<file path="src/rtl/acs_if.sv">
// Branch-metric input and ACS result bundle between the BMU, the ACS stage and the survivor memory.
interface acs_if #(
    parameter int PM_W  = 6,
    parameter int CNT_W = 8
);
    logic             start;
    logic             in_valid;
    logic [1:0]       bmc00_path_0;
    logic [1:0]       bmc00_path_1;
    logic [1:0]       bmc01_path_0;
    logic [1:0]       bmc01_path_1;
    logic [1:0]       bmc10_path_0;
    logic [1:0]       bmc10_path_1;
    logic [1:0]       bmc11_path_0;
    logic [1:0]       bmc11_path_1;
    logic             out_valid;
    logic [3:0]       dec;
    logic [PM_W-1:0]  pm0;
    logic [PM_W-1:0]  pm1;
    logic [PM_W-1:0]  pm2;
    logic [PM_W-1:0]  pm3;
    logic             norm_evt;
    logic [CNT_W-1:0] sym_cnt;
    logic             frame_done;
    logic [1:0]       best_state;

    modport master (
        output start, in_valid,
        output bmc00_path_0, bmc00_path_1, bmc01_path_0, bmc01_path_1,
        output bmc10_path_0, bmc10_path_1, bmc11_path_0, bmc11_path_1,
        input  out_valid, dec, pm0, pm1, pm2, pm3, norm_evt, sym_cnt, frame_done, best_state
    );

    modport slave (
        input  start, in_valid,
        input  bmc00_path_0, bmc00_path_1, bmc01_path_0, bmc01_path_1,
        input  bmc10_path_0, bmc10_path_1, bmc11_path_0, bmc11_path_1,
        output out_valid, dec, pm0, pm1, pm2, pm3, norm_evt, sym_cnt, frame_done, best_state
    );
endinterface

</file>
<file path="src/rtl/acs_unit.sv">
// Add-compare-select stage of a rate-1/2 K=3 Viterbi decoder with path-metric normalisation.
// Optional argmin output of the path metrics is built when ACS_BEST_STATE_EN is defined.
module acs_unit #(
    parameter int PM_W      = 6,
    parameter int INIT_PM   = 16,
    parameter int FRAME_LEN = 16,
    parameter int CNT_W     = 8
) (
    input logic  clk,
    input logic  rst_n,
    acs_if.slave bus
);
    localparam logic [0:0]       IDLE = 1'b0;
    localparam logic [0:0]       RUN  = 1'b1;
    localparam logic [PM_W-1:0]  INIT = PM_W'(INIT_PM);
    localparam logic [PM_W:0]    HALF = (PM_W+1)'(2 ** (PM_W - 1));
    localparam logic [CNT_W-1:0] LEN  = CNT_W'(FRAME_LEN);

    logic [0:0]       state;
    logic [PM_W-1:0]  pm_q [4];
    logic [1:0]       bm [4][2];
    logic             accept;
    logic [PM_W-1:0]  src [4];
    logic [PM_W:0]    c0 [4];
    logic [PM_W:0]    c1 [4];
    logic [PM_W:0]    new_raw [4];
    logic [PM_W-1:0]  new_pm [4];
    logic [3:0]       dec_d;
    logic             norm_d;
    logic [CNT_W-1:0] cnt_d;
    logic             done_d;
    logic             out_valid_q;
    logic [3:0]       dec_q;
    logic             norm_q;
    logic [CNT_W-1:0] cnt_q;
    logic             done_q;

    assign bm[0][0] = bus.bmc00_path_0;
    assign bm[0][1] = bus.bmc00_path_1;
    assign bm[1][0] = bus.bmc01_path_0;
    assign bm[1][1] = bus.bmc01_path_1;
    assign bm[2][0] = bus.bmc10_path_0;
    assign bm[2][1] = bus.bmc10_path_1;
    assign bm[3][0] = bus.bmc11_path_0;
    assign bm[3][1] = bus.bmc11_path_1;

    // Symbols arriving in IDLE without start are dropped entirely.
    assign accept = bus.in_valid && (bus.start || state == RUN);

    always_comb begin
        dec_d  = '0;
        norm_d = 1'b1;
        for (int i = 0; i < 4; i++) begin
            src[i] = bus.start ? ((i == 0) ? '0 : INIT) : pm_q[i];
        end
        // Next state n has predecessors {0,n[1]} and {1,n[1]} driven by input bit n[0].
        for (int n = 0; n < 4; n++) begin
            c0[n]      = {1'b0, src[n / 2]}     + (PM_W+1)'(bm[n / 2][n % 2]);
            c1[n]      = {1'b0, src[2 + n / 2]} + (PM_W+1)'(bm[2 + n / 2][n % 2]);
            dec_d[n]   = (c1[n] < c0[n]);
            new_raw[n] = dec_d[n] ? c1[n] : c0[n];
            if (new_raw[n] < HALF) begin
                norm_d = 1'b0;
            end
        end
        for (int n = 0; n < 4; n++) begin
            new_pm[n] = norm_d ? PM_W'(new_raw[n] - HALF) : PM_W'(new_raw[n]);
        end
        cnt_d  = bus.start ? CNT_W'(1) : cnt_q + CNT_W'(1);
        done_d = (cnt_d == LEN);
    end

    always_ff @(posedge clk or negedge rst_n) begin
        if (!rst_n) begin
            state       <= IDLE;
            out_valid_q <= 1'b0;
            dec_q       <= '0;
            norm_q      <= 1'b0;
            done_q      <= 1'b0;
            cnt_q       <= '0;
            pm_q[0]     <= '0;
            pm_q[1]     <= INIT;
            pm_q[2]     <= INIT;
            pm_q[3]     <= INIT;
        end else begin
            out_valid_q <= accept;
            done_q      <= accept && done_d;
            if (accept) begin
                for (int n = 0; n < 4; n++) begin
                    pm_q[n] <= new_pm[n];
                end
                dec_q  <= dec_d;
                norm_q <= norm_d;
                cnt_q  <= cnt_d;
                state  <= done_d ? IDLE : RUN;
            end
        end
    end

`ifdef ACS_BEST_STATE_EN
    logic [1:0]      best_d;
    logic [PM_W-1:0] best_pm;
    logic [1:0]      best_q;

    // Strict compare in ascending order keeps the lowest index on ties.
    always_comb begin
        best_d  = 2'd0;
        best_pm = new_pm[0];
        for (int i = 1; i < 4; i++) begin
            if (new_pm[i] < best_pm) begin
                best_d  = 2'(i);
                best_pm = new_pm[i];
            end
        end
    end

    always_ff @(posedge clk or negedge rst_n) begin
        if (!rst_n) begin
            best_q <= 2'd0;
        end else if (accept) begin
            best_q <= best_d;
        end
    end

    assign bus.best_state = best_q;
`else
    assign bus.best_state = 2'b00;
`endif

    assign bus.out_valid  = out_valid_q;
    assign bus.dec        = dec_q;
    assign bus.pm0        = pm_q[0];
    assign bus.pm1        = pm_q[1];
    assign bus.pm2        = pm_q[2];
    assign bus.pm3        = pm_q[3];
    assign bus.norm_evt   = norm_q;
    assign bus.sym_cnt    = cnt_q;
    assign bus.frame_done = done_q;
endmodule
</file>
<file path="src/flat_wrapper.sv">
// flat-port wrapper written by rule: the top's interface ports become plain ports
module acs_unit_flat 
#(
    parameter int PM_W      = 6,
    parameter int INIT_PM   = 16,
    parameter int FRAME_LEN = 16,
    parameter int CNT_W     = 8
)
  (clk, rst_n, bus_start, bus_in_valid, bus_bmc00_path_0, bus_bmc00_path_1, bus_bmc01_path_0, bus_bmc01_path_1, bus_bmc10_path_0, bus_bmc10_path_1, bus_bmc11_path_0, bus_bmc11_path_1, bus_out_valid, bus_dec, bus_pm0, bus_pm1, bus_pm2, bus_pm3, bus_norm_evt, bus_sym_cnt, bus_frame_done, bus_best_state);
  acs_if #(.PM_W(PM_W), .CNT_W(CNT_W)) bus_i ();
  input logic clk;
  input logic rst_n;
  input wire logic [$bits(bus_i.start)-1:0] bus_start;
  input wire logic [$bits(bus_i.in_valid)-1:0] bus_in_valid;
  input wire logic [$bits(bus_i.bmc00_path_0)-1:0] bus_bmc00_path_0;
  input wire logic [$bits(bus_i.bmc00_path_1)-1:0] bus_bmc00_path_1;
  input wire logic [$bits(bus_i.bmc01_path_0)-1:0] bus_bmc01_path_0;
  input wire logic [$bits(bus_i.bmc01_path_1)-1:0] bus_bmc01_path_1;
  input wire logic [$bits(bus_i.bmc10_path_0)-1:0] bus_bmc10_path_0;
  input wire logic [$bits(bus_i.bmc10_path_1)-1:0] bus_bmc10_path_1;
  input wire logic [$bits(bus_i.bmc11_path_0)-1:0] bus_bmc11_path_0;
  input wire logic [$bits(bus_i.bmc11_path_1)-1:0] bus_bmc11_path_1;
  output wire logic [$bits(bus_i.out_valid)-1:0] bus_out_valid;
  output wire logic [$bits(bus_i.dec)-1:0] bus_dec;
  output wire logic [$bits(bus_i.pm0)-1:0] bus_pm0;
  output wire logic [$bits(bus_i.pm1)-1:0] bus_pm1;
  output wire logic [$bits(bus_i.pm2)-1:0] bus_pm2;
  output wire logic [$bits(bus_i.pm3)-1:0] bus_pm3;
  output wire logic [$bits(bus_i.norm_evt)-1:0] bus_norm_evt;
  output wire logic [$bits(bus_i.sym_cnt)-1:0] bus_sym_cnt;
  output wire logic [$bits(bus_i.frame_done)-1:0] bus_frame_done;
  output wire logic [$bits(bus_i.best_state)-1:0] bus_best_state;
  assign bus_i.start = bus_start;
  assign bus_i.in_valid = bus_in_valid;
  assign bus_i.bmc00_path_0 = bus_bmc00_path_0;
  assign bus_i.bmc00_path_1 = bus_bmc00_path_1;
  assign bus_i.bmc01_path_0 = bus_bmc01_path_0;
  assign bus_i.bmc01_path_1 = bus_bmc01_path_1;
  assign bus_i.bmc10_path_0 = bus_bmc10_path_0;
  assign bus_i.bmc10_path_1 = bus_bmc10_path_1;
  assign bus_i.bmc11_path_0 = bus_bmc11_path_0;
  assign bus_i.bmc11_path_1 = bus_bmc11_path_1;
  assign bus_out_valid = bus_i.out_valid;
  assign bus_dec = bus_i.dec;
  assign bus_pm0 = bus_i.pm0;
  assign bus_pm1 = bus_i.pm1;
  assign bus_pm2 = bus_i.pm2;
  assign bus_pm3 = bus_i.pm3;
  assign bus_norm_evt = bus_i.norm_evt;
  assign bus_sym_cnt = bus_i.sym_cnt;
  assign bus_frame_done = bus_i.frame_done;
  assign bus_best_state = bus_i.best_state;
  acs_unit #(.PM_W(PM_W), .INIT_PM(INIT_PM), .FRAME_LEN(FRAME_LEN), .CNT_W(CNT_W)) u_core (.clk(clk), .rst_n(rst_n), .bus(bus_i));
endmodule
</file>
<file path="config.mk">
export PLATFORM = sky130hd
export DESIGN_NAME = acs_unit_flat
export DESIGN_NICKNAME = d
export VERILOG_FILES = /design/src/rtl/acs_if.sv /design/src/rtl/acs_unit.sv /design/src/flat_wrapper.sv
export SDC_FILE = /design/constraint.sdc
export NUM_CORES = 1
export LEC_CHECK = 0
export CAP_MARGIN = 5
export CORE_ASPECT_RATIO = 0.8
export CORE_UTILIZATION = 44
export DETAILED_ROUTE_END_ITERATION = 8
export PLACE_DENSITY_LB_ADDON = 0.25
export SETUP_SLACK_MARGIN = 0.15
export SLEW_MARGIN = 25
export SYNTH_ARGS = -nofsm -noshare
export SYNTH_HDL_FRONTEND = slang
export SYNTH_SLANG_ARGS = --single-unit
</file>
<file path="constraint.sdc">
create_clock -name clk -period 4.3 [get_ports clk]
set_input_delay 0.86 -clock clk [delete_from_list [all_inputs] [get_ports clk]]
set_output_delay 0.86 -clock clk [all_outputs]
set_load 0.05 [all_outputs]
</file>
==> results.toml <==
[min_path]
worstHoldStart = "u_core.bus.dec[1]"
min_path_type = "reg2reg"
holdPathStages = 2
whs_endpoint = "u_core.bus.dec[1]"

[worst_setup_path]
end_kind = "flip-flop"
cp_max_fo = 15
worst_ep_arrival_time_ps = 4110
cp_data_required_time_ps = 4470
reg2reg_to = "u_core.bus.pm3[5]"
reg2regPathDepth = 15
critPathKind = "in2reg"
startpoint_type = "primary input"
reg2reg_slack_ps = 740
timing.rr.start = "u_core.bus.pm0[1]"
setup.worst_path.start = "bus_start"

[sta]
timing.hold.ws_ps = 483
slew_viol_final = 0
fmax_ghz = 0.254
finalHoldViolCount = 0
period_share_pct = 91.5
min_period_ps = 3930
max-slew-margin-rel_pct = 63.7
fin_setup_tns_ps = 0
rsz0062_at_grt = "no"
fin_skew_ps = 8.96
worst_pin_slew_ps = 545
setup-violations-final = 0
worst_slack_ps = 366

[placement]
dp_slack_ps = -88.7
post-dp-hpwl_um = 7320
gp_routability_congestion = 0.877
dp.cells = 625
placed_area_um2 = 4610
portBuffers = 58

[flow_run]
cap_violations = 0

[global_routing]
grt_usage_pct = 22.7
grt_max_degree = 60
grt_pass1_wl_um = 16500
grt_antenna_before_repair = 0
overflow = 0
first_global_vias = 3413

[cts]
htreeDepth = 2
cts_sinks = 40
cts_buffers = 5
cts_tree = "yes"
clock_latency_ps = 300
clk_path_buf_depth = 2
cts_root_buf = "clkbuf_8"
clk_pin_slew_ps = 90

[floorplanning]
die_w_um = 107
die_h_um = 85.7
rows = 30
die-area_um2 = 9140
initial_utilization_pct = 45.5
pin_count = 61
coreArea_um2 = 8480

[power_and_ir_drop]
total_power_mw = 3.40
leakage_nw = 2.01
worst_ir_drop_vdd_uv = 388
power_density_nw_per_um2 = 714

[final_layout]
nets = 585
syn_to_final_growth_pct = 23.5
drive_gt1_share_pct = 10.4
num_antenna_cells = 0
post-route-util_pct = 56.1
fin_area_um2 = 4760
final_cell_mix = "clkdlybuf4s50_1 (56), nand2_1 (55), nor2_1 (47)"
stdcell_count = 633
final_common_cell = "clkdlybuf4s50_1"

[yosys]
syn_area_um2 = 3860
synth_ff_type = "dfrtp_1"
avgSynthCellArea_um2 = 8.24
ys_warn_count = 0
yosysTopAreaCellShare_pct = 24.0
synth_compound_area_share_pct = 18.0
synth_top_family_by_area = "simple AND/OR/NAND/NOR gates"
async_flop_share_pct = 100
synthTopCellsByArea = "dfrtp_1 (24%), ha_1 (13%), nand2_1 (5.4%), o21ai_0 (5.2%), nor2_1 (4.6%)"
synthSimpleGateAreaFrac_pct = 24.0
synth_cells = 468
muxShareOfSynthArea_pct = 3.15
synth_edf_count = 0
synth_area_leader_cell = "dfrtp_1"
synth_cell_types = 61
ys_seq_area_share_pct = 26.1
synth_xor_area_share_pct = 8.63
yosys_register_bits = 40
synthAdderAreaFrac_pct = 16.5

[drt]
drt-initial-drc-count = 185
dr.pass1.iters = 4
routed_wl_um = 9560
via_per_inst = 5.40
drc = 0
drt-wirelength-per-cell_um = 15.1
ant_nets = 0
vias = 3421

[status]
status = "finished, final reports clean"
[routing by layer]
metal	track usage, %	up-vias	routed length (um)
met5	0	-	0
met4	4.61	0	100
met3	3.12	10	293
li1	-	1729	-
met1	32.8	1618	4970
met2	36.2	64	4190
[Yosys cell counts, types with 4 or more instances]
cell       count
nand2_1       55
nor2_1        47
ha_1          41
o21ai_0       40
dfrtp_1       37
a21oi_1       24
nand2b_1      24
xnor2_1       20
xor2_1        18
clkbuf_1      15
nor2b_1       14
mux2i_1       11
and3_1         9
nand3_1        9
inv_1          8
a31oi_1        7
a21o_1         6
o21a_1         6
a211oi_1       5
or2_2          5
a2111oi_0      4
fa_1           4
[final cells by class]
cell class                      instances  area [um2]
Multi-Input combinational cell        396        2820
Clock inverter                          3        46.3
Timing Repair Buffer                   68         651
Inverter                                9        33.8
Fill cell                             823        3720
Tap cell                              112         140
Clock buffer                            5        68.8
Sequential cell                        40        1000
[cell families (layout without fill, tap and decap cells)]
| logic type | after synthesis | count (layout) |
|---|---|---|
| xor+xnor | 38 | 38 |
| simple gates | 186 | 186 |
| flops | 40 | 40 |
| mux | 12 | 12 |
| compound gates | 109 | 109 |
| other cells | 1 | 2 |
| buf+inv | 33 | 85 |
| fa+ha+maj | 49 | 49 |
[critical path, cell delays in order]
cell,delay (ps)
clkbuf_4,200
buf_4,170
nor2b_4,170
ha_1,250
a21o_1,160
and2_1,170
xnor2_1,240
ha_1,290
a2111oi_1,510
o21a_1,210
o221ai_1,130
o2bb2a_4,240
and2_4,160
mux2i_1,230
a211oi_2,100
[power breakdown]
group	leakage, nW	switching [mW]	internal, mW	total (mW)
Sequential	0.497	0.237	0.528	0.765
Combinational	1.46	1.39	0.913	2.31
Clock	0.0548	0.154	0.175	0.329
[state kept, by name, indices dropped and copies added, names as in the netlist]
register / flops
u_core.bus.dec: 4
u_core.bus.frame_done: 1
u_core.bus.norm_evt: 1
u_core.bus.out_valid: 1
u_core.bus.pm0: 6
u_core.bus.pm1: 6
u_core.bus.pm2: 6
u_core.bus.pm3: 6
u_core.bus.sym_cnt: 8
u_core.state: 1
[what timing repair did]
item / in CTS / in global routing
setup endpoints to repair: 0 / 5
hold endpoints to repair: 0 / 0
buffers inserted: 0 / 0
hold buffers: 0 / 0
resized for setup: 0 / 9
[how the worst max path moves through the flow]
| stage | to | slack (ps) | cells past startpoint |
|---|---|---|---|
| final | u_core.bus.pm3[5] | 370 | 15 |
| after global routing | u_core.bus.pm3[5] | 150 | 16 |
| after CTS | u_core.bus.pm3[5] | 230 | 15 |
| after detailed placement | u_core.bus.pm3[5] | -90 | 15 |
| after global placement | u_core.bus.pm3[5] | 60 | 14 |
| after floorplan | u_core.bus.pm3[5] | 150 | 18 |
Note: power is estimated with default switching activity, not from simulation.
